$ cat src/rtl/adder_share_arbiter.sv
// Round-robin arbiter sharing one external combinational adder among NREQ requesters,
// with chain lock for multi-word adds. Define ADDER_ARB_OVF_EN to add the rsp_ovf output.
module adder_share_arbiter #(
    parameter int W    = 8,
    parameter int NREQ = 4,
    parameter int IDW  = 2
) (
    input  logic              clk,
    input  logic              rst_n,
    input  logic [NREQ-1:0]   req_valid,
    output logic [NREQ-1:0]   req_ready,
    input  logic [NREQ*W-1:0] req_a,
    input  logic [NREQ*W-1:0] req_b,
    input  logic [NREQ-1:0]   req_cin,
    input  logic [NREQ-1:0]   req_chain,
    output logic [W-1:0]      add_a,
    output logic [W-1:0]      add_b,
    output logic              add_cin,
    input  logic [W-1:0]      add_s,
    input  logic              add_cout,
    output logic              rsp_valid,
    input  logic              rsp_ready,
    output logic [W-1:0]      rsp_sum,
    output logic              rsp_cout,
    output logic [IDW-1:0]    rsp_id,
    output logic              rsp_last
`ifdef ADDER_ARB_OVF_EN
    ,
    output logic              rsp_ovf
`endif
);

    typedef enum logic [1:0] {
        S_IDLE = 2'd0,
        S_CALC = 2'd1,
        S_RESP = 2'd2
    } state_t;

    state_t         r_state;
    logic [IDW-1:0] r_rr_ptr;
    logic           r_lock;
    logic           r_carry_q;
    logic [IDW-1:0] r_id;
    logic           r_chain;

    logic [NREQ-1:0] w_grant;
    logic [IDW-1:0]  w_grant_id;
    logic            w_found;
    logic [IDW:0]    w_cand;
    logic [IDW-1:0]  w_rr_next;

    // Handshake: a request transfers on a rising edge where req_valid[i] & req_ready[i];
    // a response transfers on a rising edge where rsp_valid & rsp_ready.
    // While locked, r_id still names the chain owner because nobody else can be accepted.
    always_comb begin
        w_grant    = '0;
        w_grant_id = '0;
        w_found    = 1'b0;
        w_cand     = '0;
        if (r_state == S_IDLE) begin
            if (r_lock) begin
                if (req_valid[r_id]) begin
                    w_grant[r_id] = 1'b1;
                    w_grant_id    = r_id;
                end
            end else begin
                for (int k = 0; k < NREQ; k++) begin
                    w_cand = {1'b0, r_rr_ptr} + (IDW+1)'(k);
                    if (w_cand >= (IDW+1)'(NREQ)) begin
                        w_cand = w_cand - (IDW+1)'(NREQ);
                    end
                    if (!w_found && req_valid[w_cand[IDW-1:0]]) begin
                        w_found                    = 1'b1;
                        w_grant[w_cand[IDW-1:0]]   = 1'b1;
                        w_grant_id                 = w_cand[IDW-1:0];
                    end
                end
            end
        end
    end

    assign w_rr_next = (r_id == IDW'(NREQ-1)) ? '0 : r_id + 1'b1;

    // Gated so the grant reads zero for the whole time reset is asserted.
    assign req_ready = rst_n ? w_grant : '0;

    always_ff @(posedge clk or negedge rst_n) begin
        if (!rst_n) begin
            r_state   <= S_IDLE;
            r_rr_ptr  <= '0;
            r_lock    <= 1'b0;
            r_carry_q <= 1'b0;
            r_id      <= '0;
            r_chain   <= 1'b0;
            add_a     <= '0;
            add_b     <= '0;
            add_cin   <= 1'b0;
            rsp_valid <= 1'b0;
            rsp_sum   <= '0;
            rsp_cout  <= 1'b0;
            rsp_id    <= '0;
            rsp_last  <= 1'b0;
`ifdef ADDER_ARB_OVF_EN
            rsp_ovf   <= 1'b0;
`endif
        end else begin
            case (r_state)
                S_IDLE: begin
                    if (|w_grant) begin
                        add_a   <= req_a[w_grant_id*W +: W];
                        add_b   <= req_b[w_grant_id*W +: W];
                        add_cin <= r_lock ? r_carry_q : req_cin[w_grant_id];
                        r_id    <= w_grant_id;
                        r_chain <= req_chain[w_grant_id];
                        r_state <= S_CALC;
                    end
                end
                S_CALC: begin
                    rsp_sum   <= add_s;
                    rsp_cout  <= add_cout;
                    r_carry_q <= add_cout;
                    rsp_id    <= r_id;
                    rsp_last  <= ~r_chain;
                    rsp_valid <= 1'b1;
`ifdef ADDER_ARB_OVF_EN
                    rsp_ovf   <= (add_a[W-1] == add_b[W-1]) && (add_s[W-1] != add_a[W-1]);
`endif
                    r_state   <= S_RESP;
                end
                S_RESP: begin
                    if (rsp_ready) begin
                        rsp_valid <= 1'b0;
                        r_state   <= S_IDLE;
                        if (r_chain) begin
                            r_lock <= 1'b1;
                        end else begin
                            r_lock   <= 1'b0;
                            r_rr_ptr <= w_rr_next;
                        end
                    end
                end
                default: r_state <= S_IDLE;
            endcase
        end
    end

endmodule

$ cat config.mk
export PLATFORM = sky130hd
export DESIGN_NAME = adder_share_arbiter
export DESIGN_NICKNAME = d
export VERILOG_FILES = /design/src/rtl/adder_share_arbiter.sv
export SDC_FILE = /design/constraint.sdc
export NUM_CORES = 1
export LEC_CHECK = 0
export ABC_AREA = 1
export CAP_MARGIN = 10
export CORE_MARGIN = 4
export CORE_UTILIZATION = 38
export CTS_CLUSTER_SIZE = 14
export DETAILED_ROUTE_END_ITERATION = 6
export PLACE_DENSITY = 0.8
export SYNTH_ARGS = -nofsm -noshare
export SYNTH_HDL_FRONTEND = slang
export SYNTH_SLANG_ARGS = --single-unit
$ cat constraint.sdc
create_clock -name clk -period 2.65 [get_ports clk]
set_clock_uncertainty 0.2 [all_clocks]
set_input_delay 0.53 -clock clk [delete_from_list [all_inputs] [get_ports clk]]
set_output_delay 0.53 -clock clk [all_outputs]
set_load 0.05 [all_outputs]
==> key figures <==
Global route
  – Largest net degree at the start of global routing: 39
  – Vias in the first global route: 3213
  – Initial antenna violation count: 0
  – First-pass GRT wire length: 14400 um
  – Total GRT Usage: 0.2051
  – Overflow left after global routing: 0

Detailed routing
  – Total number of vias: 3122
  – Final ANT Viol Nets: 0
  – First-pass iteration count of the detailed router: 4
  – Routed WL: 8731 um
  – DR WL/cell: 14.06 um
  – Drt initial violations: 88
  – Drc violations: 0
  – Vias per cell: 5.027

Synth
  – Synth Flop Type: dfrtp_1
  – Unique masters post-synth: 29
  – Area leader, netlist: dfrtp_1
  – Number of synthesized register bits: 38
  – Post-Syn Area: 2753 um^2
  – Post-synth EDFFs: 0
  – Top cells by area, synth: dfrtp_1, nand3_1, nand2_1
  – Post-Syn Instances: 381
  – Mean area per synthesized cell: 7.225 um^2
  – Post-synth top area share: 0.3455
  – Syn nets: 481
  – Most common cell in the synthesized netlist: nand2_1
  – Post-synth top cells: nand2_1, nand3_1, dfrtp_1
  – Yosys warns: 0
  – Seq/Total Area, Yosys: 0.3455
  – Ys async rst share: 1.000

Critical path
  – CP startpoint kind: register
  – Required time of the critical path: 1.92 ns
  – Critical Path Fanout Max: 5
  – Arrival @ worst endpoint: 2.07 ns
  – Worst R2R Path Depth: 17
  – R2r startpoint: r_rr_ptr[0]
  – Endpoint type of the worst setup path: output port
  – Crit Path Class: reg2out
  – Crit path launch: r_rr_ptr[0]

Layout
  – Area grow syn2layout: 66.91%
  – Nets: 624
  – # diodes: 0
  – Final Non-Filler Cells: 621
  – Fin util: 0.6652
  – Share of layout cells above drive strength 1: 0.2114

Clock tree
  – Clock Path Buffers: 2
  – CTS tree: done
  – Num CTS Buffers: 5
  – Clock latency on the worst-skew pair: 0.28 ns
  – Clock sink count: 38
  – Root Buffer: clkbuf_8
  – Hold-fix buffers, CTS: 0
  – Max H-tree Level: 2
  – Clk pin slew, worst setup/hold paths: 0.07 ns

Power
  – Leak: 2.072 nW
  – Sw power: 3.451 mW
  – Pwr Density: 1413 nW/um^2
  – Total Power: 6.492 mW
  – Sequential share of power: 0.165
  – Clock power frac: 0.072
  – Sw Share: 0.5316
  – Maximum VDD drop: 0.0005213 V
  – Combinational Power Share: 0.762
  – Int Pwr: 3.041 mW

Timing
  – Fin crit share: 1.055
  – Final hold slack: 0.1133 ns
  – Slew @ Worst Pin: 0.5334 ns
  – Maximum clock frequency: 357.7 MHz
  – Minimum clock period: 2.796 ns
  – Hold Fails Final Rpt: 0
  – Final Max Tran Viols: 0
  – Setup violators final: 4
  – Slew margin rel.: 0.6433
  – Setup repair after global routing missed its margin: yes
  – Worst Slack Setup Final: -0.1456 ns

Hold path
  – Hold Crit Class: in2async

Die
  – Core area: 6907 um^2
  – Die height: 93.11 um
  – Ports: 122
  – Initial Util: 0.3986
  – Die W: 93.11 um
  – Row cnt: 30
  – Die area: 8669 um^2

Outcome
  – Violated checks: setup timing
  – Status: complete, but fails checks

Placement
  – I/O Buffers: 121
  – Dpl ws: -0.3337 ns
  – GP Congestion: 0.9104
  – Dpl hpwl: 6662 um
  – Post-Place Cells: 602

Flow run
  – Max cap viols: 0
[final timing paths]
path                                 to  slack, ns
min reg2reg                   rsp_valid       0.28
max in group asynchronous   r_rr_ptr[0]       1.78
max                        req_ready[2]      -0.15
min                           rsp_id[0]       0.11
max reg2reg                    add_b[0]       0.18
min in group clk              rsp_valid       0.28
[through the flow]
step / TNS (ns) / instance area (um^2)
after floorplan: 0 / 2786
after global placement: -6.060 / 4235
after detailed placement: -6.388 / 4235
after CTS: -0.5534 / 4479
after global routing: -0.8872 / 4594
final: -0.4905 / 4594
[sequential cells by signal, summed over array words and instances (netlist names)]
| name | count |
|---|---|
| r_rr_ptr | 2 |
| rsp_id | 2 |
| r_chain | 1 |
| add_b | 8 |
| add_cin | 1 |
| rsp_sum | 8 |
| r_carry_q | 1 |
| r_state | 2 |
| r_lock | 1 |
| r_id | 2 |
| add_a | 8 |
| rsp_valid | 1 |
| rsp_last | 1 |
[cells in the final DEF (no fill, tap or decap), drive strengths merged, types with 9 or more instances in the layout]
cell             n
dfrtp           38
a21oi           14
nor2            15
clkdlybuf4s50  112
ha              12
nand3          104
nand2          139
buf             36
o21ai           12
mux2             9
inv             16
[per-layer routing]
metal  GRT usage  wire [um]  up-vias  share of wire
li1            -          -     1550              -
met4     0.07937        100        0          0.011
met3     0.04666        636       11          0.073
met1      0.2393       3513     1438           0.40
met2      0.3635       4480      123           0.51
met5           0          0        -              0
[timing repair]
action                                  CTS  global route
buffers inserted                          5             5
endpoints found under the setup margin    4            22
gates resized for setup                  32            12
pin swaps                                16            15
cloned                                    0             1
[layout make-up]
class / count / area (um^2)
clock inverters: 3 / 40.04
inverters: 17 / 71.32
flip-flops and latches: 38 / 952.2
clock buffers: 5 / 68.82
multi-input cells: 309 / 1794
well taps: 96 / 120.1
repair buffers: 153 / 1548
fillers: 603 / 2312
[critical path, cell delays in order (launching register included)]
cell and delay (ns):
dfrtp_2 0.40, inv_4 0.06, ha_4 0.31, buf_4 0.12, nand2_1 0.04, nand2_1 0.09, inv_1 0.08, nor2_4 0.17
nand2_2 0.08, nand3_2 0.10, nand2_4 0.06, nor2_4 0.13, buf_12 0.14
[logic make-up after synthesis]
logic type / synth area share
AND/OR/NAND/NOR: 0.4400
flip-flops: 0.3455
buffers and inverters: 0.06500
AO/OA/AOI/OAI: 0.05818
adder cells (fa/ha/maj): 0.05454
multiplexers: 0.03682
[power by group through the flow]
stage	Clock, mW	Sequential, mW	Combinational (mW)
floorplan	0	1.84	2.30
finish	0.471	1.07	4.95
detailed placement	0	1.08	4.50
global placement	0	1.07	4.44
global route	0.508	1.11	5.39
CTS	0.485	1.07	4.79
Note: power is estimated with default switching activity, not from simulation.
